<file path="src/rtl/gen_pkg.sv">
// gen_pkg: state encoding, default widths and the saturating-count helper
// shared by the generator fold stage.
`default_nettype none

package gen_pkg;

    typedef enum logic [1:0] {
        IDLE    = 2'd0,
        LAUNCH  = 2'd1,
        COLLECT = 2'd2,
        RESULT  = 2'd3
    } reduce_state_t;

    localparam int WIDTH_DEF = 32;
    localparam int CNT_W_DEF = 16;
    localparam int SUM_W_DEF = 48;

    localparam logic [7:0] LFSR_SEED = 8'hA5;

    // Widths up to 64 bits are handled by widening; callers narrow the result.
    function automatic logic [63:0] sat_inc(input logic [63:0] value, input logic [63:0] limit);
        return (value >= limit) ? value : value + 64'd1;
    endfunction

endpackage

`default_nettype wire

</file>
<file path="src/rtl/gen_reduce_alu.sv">
// gen_reduce_alu: combinational next-state for sum, count, min, max and the
// sticky overflow flag; values pass through unchanged when no sample is accepted.
`default_nettype none

module gen_reduce_alu
    import gen_pkg::*;
#(
    parameter int WIDTH = WIDTH_DEF,
    parameter int CNT_W = CNT_W_DEF,
    parameter int SUM_W = SUM_W_DEF
) (
    input  logic                    accept,
    input  logic signed [WIDTH-1:0] sample,
    input  logic signed [SUM_W-1:0] sum,
    input  logic        [CNT_W-1:0] count,
    input  logic signed [WIDTH-1:0] vmin,
    input  logic signed [WIDTH-1:0] vmax,
    input  logic                    ovf,
    output logic signed [SUM_W-1:0] sum_next,
    output logic        [CNT_W-1:0] count_next,
    output logic signed [WIDTH-1:0] min_next,
    output logic signed [WIDTH-1:0] max_next,
    output logic                    ovf_next
);

    localparam logic [CNT_W-1:0] CNT_MAX = '1;

    logic signed [SUM_W-1:0] sample_ext;
    logic signed [SUM_W-1:0] sum_add;
    logic                    sum_wrap;
    logic                    cnt_sat;

    always_comb begin
        sample_ext = SUM_W'(sample);
        sum_add    = sum + sample_ext;
        // Signed overflow: operands agree in sign but the result does not.
        sum_wrap   = (sum[SUM_W-1] == sample_ext[SUM_W-1]) && (sum_add[SUM_W-1] != sum[SUM_W-1]);
        cnt_sat    = (count == CNT_MAX);

        sum_next   = sum;
        count_next = count;
        min_next   = vmin;
        max_next   = vmax;
        ovf_next   = ovf;
        if (accept) begin
            sum_next   = sum_add;
            count_next = CNT_W'(sat_inc(64'(count), 64'(CNT_MAX)));
            min_next   = (sample < vmin) ? sample : vmin;
            max_next   = (sample > vmax) ? sample : vmax;
            ovf_next   = ovf | sum_wrap | cnt_sat;
        end
    end

endmodule

`default_nettype wire

</file>
<file path="src/rtl/gen_reduce.sv">
// gen_reduce: launches a generator, folds its sample stream into sum/count/min/max
// and returns one result record over valid/ready. Option macro: STALL_INJECT_EN.
`default_nettype none

module gen_reduce
    import gen_pkg::*;
#(
    parameter int WIDTH = WIDTH_DEF,
    parameter int CNT_W = CNT_W_DEF,
    parameter int SUM_W = SUM_W_DEF
) (
    input  logic                    _clock,
    input  logic                    _reset,
    input  logic                    _start,
    input  logic                    _ready,
    output logic                    _valid,
    output logic                    _done,
    output logic signed [SUM_W-1:0] _out0,
    output logic        [CNT_W-1:0] _out1,
    output logic signed [WIDTH-1:0] _out2,
    output logic signed [WIDTH-1:0] _out3,
    output logic                    _out4,
    output logic                    gen_start,
    output logic                    gen_ready,
    input  logic                    gen_valid,
    input  logic                    gen_done,
    input  logic signed [WIDTH-1:0] gen_out0
);

    localparam logic signed [WIDTH-1:0] MIN_INIT = {1'b0, {(WIDTH-1){1'b1}}};
    localparam logic signed [WIDTH-1:0] MAX_INIT = {1'b1, {(WIDTH-1){1'b0}}};

    reduce_state_t           state;
    logic signed [SUM_W-1:0] sum, sum_next;
    logic        [CNT_W-1:0] count, count_next;
    logic signed [WIDTH-1:0] vmin, vmax, min_next, max_next;
    logic                    ovf, ovf_next;
    logic                    accept, finish, ready_gate;

    assign accept = (state == COLLECT) && gen_valid && gen_ready;
    assign finish = (state == COLLECT) && gen_done && gen_ready;

`ifdef STALL_INJECT_EN
    logic [7:0] lfsr, lfsr_next;

    assign lfsr_next  = {lfsr[6:0], lfsr[7] ^ lfsr[5] ^ lfsr[4] ^ lfsr[3]};
    // gen_ready is registered, so gate on the value lfsr takes next cycle.
    assign ready_gate = (lfsr_next[1:0] != 2'b00);

    always_ff @(posedge _clock) begin
        if (_reset) lfsr <= LFSR_SEED;
        else        lfsr <= lfsr_next;
    end
`else
    assign ready_gate = 1'b1;
`endif

    gen_reduce_alu #(
        .WIDTH (WIDTH),
        .CNT_W (CNT_W),
        .SUM_W (SUM_W)
    ) u_alu (
        .accept     (accept),
        .sample     (gen_out0),
        .sum        (sum),
        .count      (count),
        .vmin       (vmin),
        .vmax       (vmax),
        .ovf        (ovf),
        .sum_next   (sum_next),
        .count_next (count_next),
        .min_next   (min_next),
        .max_next   (max_next),
        .ovf_next   (ovf_next)
    );

    always_ff @(posedge _clock) begin
        if (_reset) begin
            state     <= IDLE;
            _valid    <= 1'b0;
            _done     <= 1'b1;
            gen_start <= 1'b0;
            gen_ready <= 1'b0;
            _out0     <= '0;
            _out1     <= '0;
            _out2     <= '0;
            _out3     <= '0;
            _out4     <= 1'b0;
            sum       <= '0;
            count     <= '0;
            vmin      <= MIN_INIT;
            vmax      <= MAX_INIT;
            ovf       <= 1'b0;
        end else begin
            case (state)
                IDLE: begin
                    if (_start) begin
                        sum       <= '0;
                        count     <= '0;
                        vmin      <= MIN_INIT;
                        vmax      <= MAX_INIT;
                        ovf       <= 1'b0;
                        _done     <= 1'b0;
                        gen_start <= 1'b1;
                        state     <= LAUNCH;
                    end
                end
                LAUNCH: begin
                    gen_start <= 1'b0;
                    gen_ready <= ready_gate;
                    state     <= COLLECT;
                end
                COLLECT: begin
                    sum   <= sum_next;
                    count <= count_next;
                    vmin  <= min_next;
                    vmax  <= max_next;
                    ovf   <= ovf_next;
                    if (finish) begin
                        // The terminating cycle's sample is already folded into *_next.
                        gen_ready <= 1'b0;
                        _valid    <= 1'b1;
                        _out0     <= sum_next;
                        _out1     <= count_next;
                        _out2     <= (count_next == '0) ? '0 : min_next;
                        _out3     <= (count_next == '0) ? '0 : max_next;
                        _out4     <= ovf_next;
                        state     <= RESULT;
                    end else begin
                        gen_ready <= ready_gate;
                    end
                end
                RESULT: begin
                    if (_ready) begin
                        _valid <= 1'b0;
                        _done  <= 1'b1;
                        state  <= IDLE;
                    end
                end
                default: state <= IDLE;
            endcase
        end
    end

endmodule

`default_nettype wire

</file>
<file path="config.mk">
export PLATFORM = sky130hd
export DESIGN_NAME = gen_reduce
export DESIGN_NICKNAME = d
export VERILOG_FILES = /design/src/rtl/gen_pkg.sv /design/src/rtl/gen_reduce_alu.sv /design/src/rtl/gen_reduce.sv
export SDC_FILE = /design/constraint.sdc
export NUM_CORES = 1
export LEC_CHECK = 0
export CAP_MARGIN = 40
export CORE_ASPECT_RATIO = 1.25
export CORE_MARGIN = 3
export CORE_UTILIZATION = 35
export DETAILED_ROUTE_END_ITERATION = 10
export PLACE_DENSITY = 0.63
export SLEW_MARGIN = 10
export SYNTH_ARGS = -nofsm -noshare
export SYNTH_HDL_FRONTEND = slang
export SYNTH_SLANG_ARGS = --single-unit
</file>
<file path="constraint.sdc">
create_clock -name _clock -period 8.2 [get_ports _clock]
set_input_delay 1.23 -clock _clock [delete_from_list [all_inputs] [get_ports _clock]]
set_output_delay 1.23 -clock _clock [all_outputs]
set_load 0.02 [all_outputs]
</file>
* Word-level counts from Yosys, hierarchy flattened
Index checks and enable logic that the tools add are counted.
** Storage, ports and cells
- Input bits :: 38
- Flip-flop bits (word level) :: 264
- Output and inout port bits :: 133
- Word-level logic and storage cells :: 82
** Operators by class
- Reductions and logical operators :: 18
- Bitwise gates (word level) :: 2
- Order comparisons :: 3
- $add $sub $neg :: 2
- Eq/ne operators :: 9
- Mux-type cells :: 33
** Operators by type and width (number)
- $mux 32 :: 8
- $pmux 32 s2 :: 2
- $mux 48 :: 2
- $pmux 48 s2 :: 1
- $add 48x32->48 :: 1
- $mux 16 :: 3
- $gt 32x32->1 :: 1
- $lt 32x32->1 :: 1
- $pmux 16 s2 :: 1
- $add 16x1->16 const B :: 1
- $eq 16x16->1 const B :: 1
- $ge 16x16->1 const B :: 1
- $logic_not 16->1 :: 1
- $pmux 1 s2 :: 5
- $reduce_bool 2->1 :: 5
- $reduce_and 3->1 :: 3
- $pmux 2 s4 :: 1
- $mux 1 :: 7
- $mux 2 :: 3
- $ne 2x2->1 const B :: 3
- $reduce_and 2->1 :: 3
- $logic_and 1x1->1 :: 5
- $eq 2x2->1 const B :: 2
- $eq 2x1->1 const B :: 1
- 4 further kinds :: 5

* Logic depth before layout (Yosys ltp)
Gate-level depths: netlist of run 1.
- Depth after elaboration :: 7
- Gate-level depth with buffers :: 15
- Mapped depth without buffers :: 11

* Modules after synthesis
From an unflattened synthesis of run 1, not the netlist that was laid out.
** Second synthesis, totals
- Cell total of the unflattened synthesis :: 1756
- Area total of the unflattened synthesis :: 15417.3 um2
** By module, submodules not included
- gen_reduce :: seq. area each 5285.1 um2, area each 9237.6 um2, times used 1, cells an instance 924
- gen_reduce_alu :: seq. area each 0.0 um2, area each 6179.7 um2, times used 1, cells an instance 832

* Worst setup path before layout of run 1
OpenSTA, ideal clock, no wires.
- Path type :: input-to-reg
- Start point :: input port gen_out0[0]
- End point :: register _out0[40]
- Cell stages on the path :: 11
- Path buffers :: 0
- Arrival :: 3853 ps
- Slack :: 4220 ps
- Path through :: ha_1 -> fa_1 -> a211oi_1 -> o21ai_0 -> and4_1 -> a211oi_1 -> a21oi_1 -> a221o_1 -> mux2_1 -> a311oi_1 -> a21oi_1
** On the way
- Longest elaborated chain between the ends :: 2
** RTL lines
- start, declared :: line gen_reduce.sv:27 : input logic signed [WIDTH-1:0] gen_out0
- $add 48x32->48 :: line gen_reduce_alu.sv:35 : sum_add = sum + sample_ext;
- $mux 48 :: line gen_reduce_alu.sv:45 : if (accept) begin
- end signal, assigned :: line gen_reduce.sv:123 : _out0 <= sum_next;
- end, declared :: line gen_reduce.sv:18 : output logic signed [SUM_W-1:0] _out0,
No other way between the ends.
A chain may end at the register's enable or synchronous reset.

* Worst setup path after layout of run 1
- Start point :: input port gen_out0[31]
- End point :: register vmax[15]
** On the way
- Longest elaborated chain between the ends :: 4
** RTL lines
- $gt 32x32->1 :: line gen_reduce_alu.sv:49 : max_next = (sample > vmax) ? sample : vmax;
- $mux 32 :: line gen_reduce_alu.sv:49
- $mux 32 :: line gen_reduce_alu.sv:45
- $pmux 32 s2 :: line gen_reduce.sv:95 : case (state)
- end signal, assigned :: line gen_reduce.sv:117 : vmax <= max_next;
- end, declared :: line gen_reduce.sv:36 : logic signed [WIDTH-1:0] vmin, vmax, min_next, max_next;
No other way between the ends.

==> results.md, run 1 <==
- Power per Cell Area: about 170 nW/um^2
- Number of global-route vias before repair: 15408
- Placement Cell Area: 18800 um^2
- First-pass GRT wire length: around 83000 um
- GP Congestion: 0.915
- FF-to-FF End: _out3[0]
- Worst stage delay on the critical path: ~680 ps
- Register area share after synthesis: 0.315
- Final Hold Vio Count: 0
- Gr usage total: 0.200
- Initial Util: 0.355
- Top cells by area, synth: dfxtp_1 31%, ha_1 8.6%, nand2_1 4.9%
- Total clock sinks: 264
- Fmax: 193 MHz
- CP max FO: 94
- Fin crit period: 5180 ps
- # diodes: 0
- HP Class: flip-flop to flip-flop
- Final #Nets: 2327
- Hold Buf Count CTS: 0
- Simple-Gate Fraction of Synth Area: 0.211
- Complex-gate fraction of the synthesized area: 0.264
- Critical path endpoint category: flip-flop
- Slowest CP cell: a21oi_2
- DP Wirelength: roughly 37000 um
- Post-synth EDFFs: 0
- Synth Instances: 2100
- Die Ht: 251 um
- Routed wire per std cell: 18.6 um
- Critical path launch point type: input port
- Total CTS buffers: 30
- Antenna Nets Post-Route: 0
- Final Util: 0.420
- Clock Path Buffers: 3
- RSZ-0062 raised after global routing: false
- Count leader, synth: dfxtp_1
- Required @ worst endpoint: 8720 ps
- Max-cap violations: 0
- Final Cell Area: 19900 um^2
- Core area: 47300 um^2
- CTS-repair resized insts: 0
- Arrival time worst endpoint: 5700 ps
- Final slew viol count: 0
- Status: complete, no violations
- Max-slew headroom: 0.407
- Slew @ Worst Pin: 882 ps
- Syn Nets: 2254
- Synth Area in Adders: 0.0869
- Kind of critical path: input port to flip-flop
- Main synth FF type: dfxtp_1
- Multiplexer share of the synthesized area: 0.0283
- Post-Synth XOR/XNOR Area: 0.0287
- GRT overflow: 0
- DRC Markers: 0
- Initial antenna violation count: 0
- Largest net degree at the start of global routing: 98
- Critical path origin: gen_out0[31]
- Yosys top cell by area: dfxtp_1
- Largest family of logic cells by synthesized area: compound AO/OA/AOI/OAI gates
- Total negative slack: 0 ps
- Synthesized flop and latch total: 264
- Leak: 7.61 nW
- Yosys top cell area share: 0.315
- Peak VDD IR: 0.165 mV
- Total number of vias: 15736
- Rows: 89
- Hold Path Stages: 2
- Worst min-delay path endpoint: _out2[17]
- Endpoints failing setup: 0
- Post-synthesis area per instance: 8.00 um^2
- Die area: 50700 um^2
- R2R Setup Slk: 3700 ps
- Setup Fix Bufs, Post-CTS: 0
- YS warnings: 0
- R2R Path Start: state[0]
- Hold_sp: _out2[17]
- Share of layout cells above drive strength 1: 0.0761
- Worst skew pair latency: 580 ps
- 1st-iter DRT viols: 937
- CTS tree: done
- R2R cell count: 13
- Final Skew: 15.4 ps
- IO Pins: 171
- CP Cell Sequence: clkdlybuf4s50_1 > buf_4 > ha_4 > buf_16 > nand4_1 > or2_2 > nor3_1 > o21a_1 > o21ai_0 > a21oi_2 > buf_4 > a22o_1
- Most instantiated cells after synthesis: 264 x dfxtp_1, 221 x nand2_1, 182 x nor2_1
- Period utilization: 0.632
- Port Buffer Count: between 150 and 200
- Via/cell ratio: 5.56
- Clk pin slew, worst setup/hold paths: approximately 60 ps
- Most Frequent Cell on Critical Path: buf_4
- Async SR Flop Fraction: 0
- Area Overhead vs Synth: 18.3%
- Die extent in x: between 200 and 250 um
- Final WL: 52600 um
- Post-synth cell types: between 70 and 80
- H-tree Lvls: 1
- First drt pass iteration count: 5
- Root Buffer Master: clkbuf_16
- Post-Syn Area: approximately 17000 um^2
## flip-flops by register name (all words and copies together), names as in the netlist
name       flops
sum           48
_out4          1
count         16
_valid         1
gen_start      1
_out2         32
_out1         16
_out0         48
vmax          32
state          2
_out3         32
ovf            1
gen_ready      1
vmin          32
_done          1
## area by class of cell
| class | count | area, um^2 |
|---|---|---|
| clock inverter | 13 | 185 |
| clock buffer | 40 | 818 |
| fill | 4755 | 27500 |
| inverter | 83 | 312 |
| sequential | 264 | 5290 |
| tap | 637 | 797 |
| multi-input combinational | 1596 | 10500 |
| timing repair buffer | 198 | 1990 |
## worst max path at each step
| stage | end | slack [ps] | cells past startpoint |
|---|---|---|---|
| floorplan | _out0[40] | 4220 | 11 |
| global placement | vmax[5] | 2340 | 11 |
| detailed placement | vmax[15] | 2450 | 12 |
| CTS | vmax[15] | 3060 | 12 |
| global route | vmax[7] | 2720 | 12 |
| finish | vmax[15] | 3020 | 12 |
## per-layer routing
metal,wire length [um],share of wire,vias up,GRT usage
met5,0,0,-,0
met4,1170,0.022,0,0.0560
met3,2930,0.056,71,0.0325
met2,25800,0.49,379,0.355
met1,22700,0.43,7514,0.250
li1,-,-,7772,-
## cells in the final DEF, fill, tap and decap left out, types with 5 or more instances in the layout
master	synthesis	routed
o21bai_1	13	13
nand2_1	221	221
nor2_1	182	180
o21ai_2	60	61
nand3_1	55	53
o31ai_1	5	5
a22o_1	43	43
or2_2	7	7
clkinv_2	0	5
buf_4	5	23
a21oi_1	140	138
inv_1	83	83
nand2b_1	41	41
nor2b_1	7	7
o21ai_0	88	88
clkbuf_1	115	7
clkbuf_16	0	30
or3_1	38	38
o22ai_1	34	34
mux2i_1	45	45
a211oi_1	28	28
xnor2_1	33	33
xor2_1	22	22
a311oi_1	8	8
nand3b_1	34	34
o311ai_0	32	32
o21a_1	12	12
o22a_1	31	31
and3_1	17	16
nor3_1	72	72
ha_1	115	114
and2_1	8	8
a31oi_1	14	14
dfxtp_1	264	264
o211ai_1	8	8
nand4_1	33	33
a21o_1	56	56
clkdlybuf4s50_1	0	169
nor4_1	8	8
a22oi_1	35	35
## report_power, final
group	total [mW]	internal, mW	switching (mW)
combinational	0.631	0.202	0.429
clock	1.39	0.823	0.565
sequential	1.34	1.31	0.0251
## worst max-delay path: cells and delay by family
family | cells | cell delay, ps
adder cells (fa/ha/maj) | 1 | 430
buffers and inverters | 4 | 1430
AO/OA/AOI/OAI | 4 | 1350
AND/OR/NAND/NOR | 3 | 1220
## per-stage QoR
step | setup WS [ps] | cells | hold WS, ps | power, mW
floorplan | 4220 | 2100 | 446 | 1.75
global placement | 2340 | 2772 | 435 | 1.97
detailed placement | 2450 | 2777 | 440 | 1.99
CTS | 3060 | 2830 | 454 | 3.39
global route | 2720 | 2831 | 467 | 3.50
finish | 3020 | 2831 | 449 | 3.36
## kinds of logic (layout without fill, tap and decap cells)
kind of cell	count (synthesis)	in the layout
DFF	264	264
and+or+nand+nor	738	738
adders and majority gates	116	116
buffers and inverters	240	334
muxes	47	47
AOI/OAI and AO/OA	640	640
xor gates and xnor gates	55	55
Note: power is estimated with default switching activity, not from simulation.
==> run 2: changes to the inputs <==
Clock period 8.2 ns to 4.9 ns, I/O delays scaled along.
==> run 2 against run 1 <==
Sequential power is 67% higher. Wire length is 2.6% higher. Sequential share of layout area is 0.33 points lower. Cell count is 1.3% higher. First-iteration DRC count is 23% higher. Utilization is 0.53 points higher. Power is 67% higher. Combinational power is 74% higher. Count of clock-buffer cells in the layout is 5 higher. Worst hold slack better by 2.1 ps. Global-route usage is 0.52 points higher.
==> results.md, run 2 (synthesis gave the netlist of run 1 again) <==
- Gr usage total: 0.205 (was 0.200)
- Final slew viol count: 0 (unchanged)
- 1st-iter DRT viols: 1156 (was 937)
- Via/cell ratio: 5.60 (was 5.56)
- Final #Nets: 2361 (was 2327)
- Number of global-route vias before repair: 15449 (was 15408)
- Power per Cell Area: 278 nW/um^2 (was 169 nW/um^2)
- CP Cell Sequence: clkdlybuf4s50_1 > ha_1 > fa_1 > a211oi_1 > o21ai_0 > and4_1 > a211oi_1 > buf_4 > a21oi_1 > a221o_1 > mux2_1 > a311oi_1 > a21oi_1 (was clkdlybuf4s50_1 > buf_4 > ha_4 > buf_16 > nand4_1 > or2_2 > nor3_1 > o21a_1 > o21ai_0 > a21oi_2 > buf_4 > a22o_1)
- Routed wire per std cell: 18.8 um (was 18.6 um)
- Slew @ Worst Pin: 838 ps (was 882 ps)
- Critical path endpoint category: flip-flop (unchanged)
- Required @ worst endpoint: 5350 ps (was 8720 ps)
- Final Util: 0.425 (was 0.420)
- RSZ-0062 raised after global routing: false (unchanged)
- Status: complete, no violations (unchanged)
- Die extent in x: 202 um (unchanged)
- Sequential Power Share: 0.400 (was 0.399)
- Clock power share: 0.403 (was 0.413)
- Area of the multi-input gates: 10500 um^2 (about the same)
- Switching part of the total: 0.312 (was 0.304)
- Endpoints failing setup: 0 (unchanged)
- Peak VDD IR: 0.294 mV (was 0.165 mV)
- Clock Path Buffers: 3 (unchanged)
- Critical path launch point type: input port (unchanged)
- Psw: 1.75 mW (was 1.02 mW)
- H-tree Lvls: 1 (unchanged)
- Total CTS buffers: 30 (unchanged)
- Leak: 7.79 nW (was 7.61 nW)
- Root Buffer Master: clkbuf_16 (unchanged)
- Total negative slack: 0 ps (unchanged)
- Commonest cells after routing, fill and taps aside: 264 x dfxtp_1, 221 x nand2_1, 180 x nor2_1 (unchanged)
- Power consumption: 5.60 mW (was 3.36 mW)
- Fmax: 261 MHz
- Max-slew headroom: 0.440 (was 0.407)
- CTS-repair resized insts: 0 (unchanged)
- First-pass GRT wire length: 85100 um (was 83300 um)
- Largest net degree at the start of global routing: 95 (was 98)
- Initial Util: 0.355 (unchanged)
- Rows: 89 (unchanged)
- Die area: 50700 um^2 (unchanged)
- Arrival time worst endpoint: 4290 ps (was 5700 ps)
- CP max FO: 3 (was 94)
- Worst skew pair latency: 590 ps (was 580 ps)
- GP Congestion: 0.907 (was 0.915)
- Area Overhead vs Synth: 19.8% (was 18.3%)
- Port Buffer Count: 170 (unchanged)
- Final Hold Vio Count: 0 (unchanged)
- Slowest CP cell: clkdlybuf4s50_1 (was a21oi_2)
- Final Skew: 14.6 ps (was 15.4 ps)
- Clk pin slew, worst setup/hold paths: 60 ps (about the same)
- Total clock sinks: 264 (unchanged)
- GRT overflow: 0 (unchanged)
- HP Class: flip-flop to flip-flop (unchanged)
- Largest registers: _out0 x48, sum x48 (unchanged)
- Reg area: 5290 um^2 (unchanged)
- First drt pass iteration count: 5 (unchanged)
- CTS tree: done (unchanged)
- DRC Markers: 0 (unchanged)
- Gate power share: 0.197 (was 0.188)
- Max-cap violations: 0 (unchanged)
- IO Pins: 171 (unchanged)
- Most common cell after layout, fill and taps aside: dfxtp_1 (unchanged)
- Fin crit period: between 3000 and 4000 ps
- Hold Buf Count CTS: 0 (unchanged)
- Antenna Nets Post-Route: 0 (unchanged)
- Total number of vias: 16080 (was 15736)
- CP delay by family, top: compound AO/OA/AOI/OAI gates (was buffers and inverters)
- Initial antenna violation count: 1 (was 0)
- Worst Path Buf+Inv: 2 (was 4)
- Setup Fix Bufs, Post-CTS: 0 (unchanged)
- Core area: 47300 um^2 (unchanged)
- Final WL: 54000 um (was 52600 um)
- Worst stage delay on the critical path: 510 ps (was 680 ps)
- DP Wirelength: 38800 um (was 37200 um)
- Share of layout cells above drive strength 1: 0.0910 (was 0.0761)
- Kind of critical path: input port to flip-flop (unchanged)
- Fill cell count: 4768 (was 4755)
- Period utilization: 0.783
- Die Ht: 251 um (unchanged)
- Int Power: 3.85 mW (was 2.34 mW)
run 2: routing by layer:
metal  GRT usage  vias up  part of all wire
met3      0.0285       65             0.054
met4      0.0574        0             0.023
met5           0        -                 0
met1       0.263     7735              0.44
li1            -     7833                 -
met2       0.360      447              0.49
run 2: power groups by stage:
| stage | combinational [mW] | sequential (mW) | clock [mW] |
|---|---|---|---|
| floorplan | 0.599 | 2.32 | 0 |
| global placement | 1.05 | 2.29 | 0 |
| detailed placement | 1.09 | 2.29 | 0 |
| CTS | 1.10 | 2.24 | 2.32 |
| global route | 1.19 | 2.25 | 2.42 |
| finish | 1.10 | 2.24 | 2.26 |
run 2: worst paths after layout:
path                                   from         to  slack (ps)  depth (start not counted)
worst min register to register    _out0[29]  _out0[29]         450                          2
worst max-delay path            gen_out0[0]  _out0[40]        1060                         13
worst min-delay path              _out0[29]  _out0[29]         450                          2
worst max register to register     state[0]  _out2[21]        1300                         12
run 2: worst reg2reg max path, delay by kind of cell (launching register included):
family,cells,cell delay (ps)
AOI/OAI and AO/OA,2,610
muxes,1,320
buffers and inverters,2,450
DFF,1,340
and+or+nand+nor,6,1430
adders and majority gates,1,310
run 2: area by class of cell:
type                    count  area share
clock buffers              45      0.0441
flip-flops and latches    264       0.263
inverters                  83      0.0155
well taps                 637      0.0396
clock inverters            11     0.00485
repair buffers            232       0.113
multi-input cells        1596       0.520
diodes                      1    0.000124
run 2: through the flow:
step	area [um^2]	hold WS [ps]	std cells	worst slack, ps
2_1_floorplan	16800	446	2100	1420
6_report	20100	451	2869	1060
3_5_place_dp	19100	443	2812	524
4_1_cts	20100	455	2868	1120
5_1_grt	20100	473	2869	811
3_3_place_gp	19100	439	2808	493
==> run 3: changes to the inputs <==
Clock period 4.9 ns to 4 ns, I/O delays scaled along.
==> run 3 against run 2 <==
First-iteration DRC count fell by 1.1%. Utilization is 1.9 points higher. Wire length increased by 4.0%. Combinational power grew 30%. Non-clock buffer count up 103. Sequential power up 23%. Design area up 4.4%. Via count increased by 2.9%. Cell count is 3.6% higher. Die area is the same.
==> results.md, run 3 (synthesis gave the netlist of run 1 again) <==
- M3 GR Usage: 0.0290 (was 0.0285)
- HP Class: input port to flip-flop (was flip-flop to flip-flop)
- Finished Layout Cells: 2972 (was 2869)
- Fmax: between 200 and 300 MHz
- GP Congestion: 0.872 (was 0.907)
- Hold Buf Count CTS: 0 (unchanged)
- Critical path launch point type: input port (unchanged)
- Routed wire per std cell: 18.9 um (was 18.8 um)
- Setup Fix Bufs, Post-CTS: 0 (unchanged)
- Total number of vias: 16547 (was 16080)
- Initial Util: 0.355 (unchanged)
- Leak: 8.33 nW (was 7.79 nW)
- Fill cell count: 4716 (was 4768)
- Worst skew pair latency: 600 ps (was 590 ps)
- # diodes: 0 (was 1)
- Hold WS: 380 ps (was 451 ps)
- Arrival time worst endpoint: 4100 ps (was 4290 ps)
- Via/cell ratio: 5.57 (was 5.60)
- Clk pin slew, worst setup/hold paths: 70 ps (was 60 ps)
- Total CTS buffers: 31 (was 30)
- Peak VDD IR: 0.358 mV (was 0.294 mV)
- Die area: 50700 um^2 (unchanged)
- GRT met2 Usage: 0.376 (was 0.360)
- Required @ worst endpoint: 4460 ps (was 5350 ps)
- CP max FO: 3 (unchanged)
- DP Wirelength: 40600 um (was 38800 um)
- Power per Cell Area: 335 nW/um^2 (was 278 nW/um^2)
- Placement Cell Area: 20000 um^2 (was 19100 um^2)
- Number of global-route vias before repair: 16427 (was 15449)
- Final Util: 0.444 (was 0.425)
- Gr usage total: 0.214 (was 0.205)
- Rows: 89 (unchanged)
- Max-slew headroom: 0.488 (was 0.440)
- Period utilization: 0.910
- Share of layout cells above drive strength 1: 0.130 (was 0.0910)
- Reg area: 5290 um^2 (unchanged)
- Met1 usage: 0.269 (was 0.263)
- Final WL: 56100 um (was 54000 um)
- Power consumption: 7.03 mW (was 5.60 mW)
- Busiest grt layer: met2 (unchanged)
- Critical path endpoint category: flip-flop (unchanged)
- Most common cell after layout, fill and taps aside: dfxtp_1 (unchanged)
- Fin crit period: 3640 ps
- IO Pins: 171 (unchanged)
- Antenna Nets Post-Route: 0 (unchanged)
- Clock Path Buffers: 3 (unchanged)
- Final Hold Vio Count: 0 (unchanged)
- Die extent in x: 202 um (unchanged)
- Max-cap violations: 0 (unchanged)
- Commonest cells after routing, fill and taps aside: 264 x dfxtp_1, 221 x nand2_1, 181 x nor2_1 (was 264 x dfxtp_1, 221 x nand2_1, 180 x nor2_1)
- Core area: 47300 um^2 (unchanged)
- Final slew viol count: 0 (unchanged)
- Final Skew: 24.5 ps (was 14.6 ps)
- Root Buffer Master: clkbuf_16 (unchanged)
- Final Cell Area: 21000 um^2 (was 20100 um^2)
- Total clock sinks: 264 (unchanged)
- DRC Markers: 0 (unchanged)
- Area Overhead vs Synth: 25.1% (was 19.8%)
- First drt pass iteration count: 6 (was 5)
- First-pass GRT wire length: 89000 um (was 85100 um)
- H-tree Lvls: 1 (unchanged)
- Largest registers: _out0 x48, sum x48 (unchanged)
- Endpoints failing setup: 0 (unchanged)
- Slew @ Worst Pin: 766 ps (was 838 ps)
- Largest net degree at the start of global routing: 99 (was 95)
- Port Buffer Count: 170 (unchanged)
- Kind of critical path: input port to flip-flop (unchanged)
- RSZ-0062 raised after global routing: false (unchanged)
- Final #Nets: 2465 (was 2361)
- Cells after DPL: 2915 (was 2812)
- Status: complete, no violations (unchanged)
- CTS-repair resized insts: 0 (unchanged)
- 1st-iter DRT viols: 1143 (was 1156)
- Area of the multi-input gates: 10500 um^2 (about the same)
- GRT overflow: 0 (unchanged)
- CTS tree: done (unchanged)
- Die Ht: 251 um (unchanged)
- Initial antenna violation count: 0 (was 1)
[run 3: cell count changes in the layout (fill, tap and decap cells not counted), sizes merged]
cell,before,now
bufinv,1,2
clkinv,8,6
buf,63,166
clkbuf,45,46
inv,84,85
diode,1,0
[run 3: final timing paths]
path	from	slack (ps)	to	cells after the start
hold / removal	_reset	380	_out0[9]	4
setup / recovery	gen_out0[0]	360	_out0[40]	13
hold reg to reg	_out3[18]	450	_out3[18]	2
setup reg to reg	sum[0]	630	_out0[40]	12
[run 3: worst max-delay path, stage by stage]
cell and delay, ps:
clkdlybuf4s50_1 520, ha_1 290, fa_1 380, a211oi_1 300, o21ai_0 190, and4_1 210
a211oi_1 210, buf_4 160, a21oi_1 110, a221o_1 390, mux2_1 320, a311oi_1 300
a21oi_1 110
[run 3: cell type report]
type | instances | area share
inverter | 83 | 0.0148
clock inverter | 11 | 0.00548
tap | 637 | 0.0379
multi-input combinational | 1596 | 0.498
clock buffer | 46 | 0.0425
timing repair buffer | 335 | 0.149
sequential | 264 | 0.252
[run 3: power breakdown]
part / internal, mW / switching (mW)
Sequential: 2.69 / 0.0550
Combinational: 0.496 / 0.931
Clock: 1.66 / 1.19
Total: 4.85 / 2.18
[run 3: per-stage QoR]
step | setup WS [ps] | setup TNS [ps]
finish | 361 | 0
global route | 111 | 0
CTS | 427 | 0
detailed placement | -148 | -340
global placement | -211 | -471
floorplan | 650 | 0
[run 3: routing by layer]
layer  up-vias  wire length (um)  share of wire
met5         -                 0              0
met4         0              1800          0.032
met3        94              2800          0.050
met2       456             27300           0.49
met1      7967             24200           0.43
li1       8030                 -              -
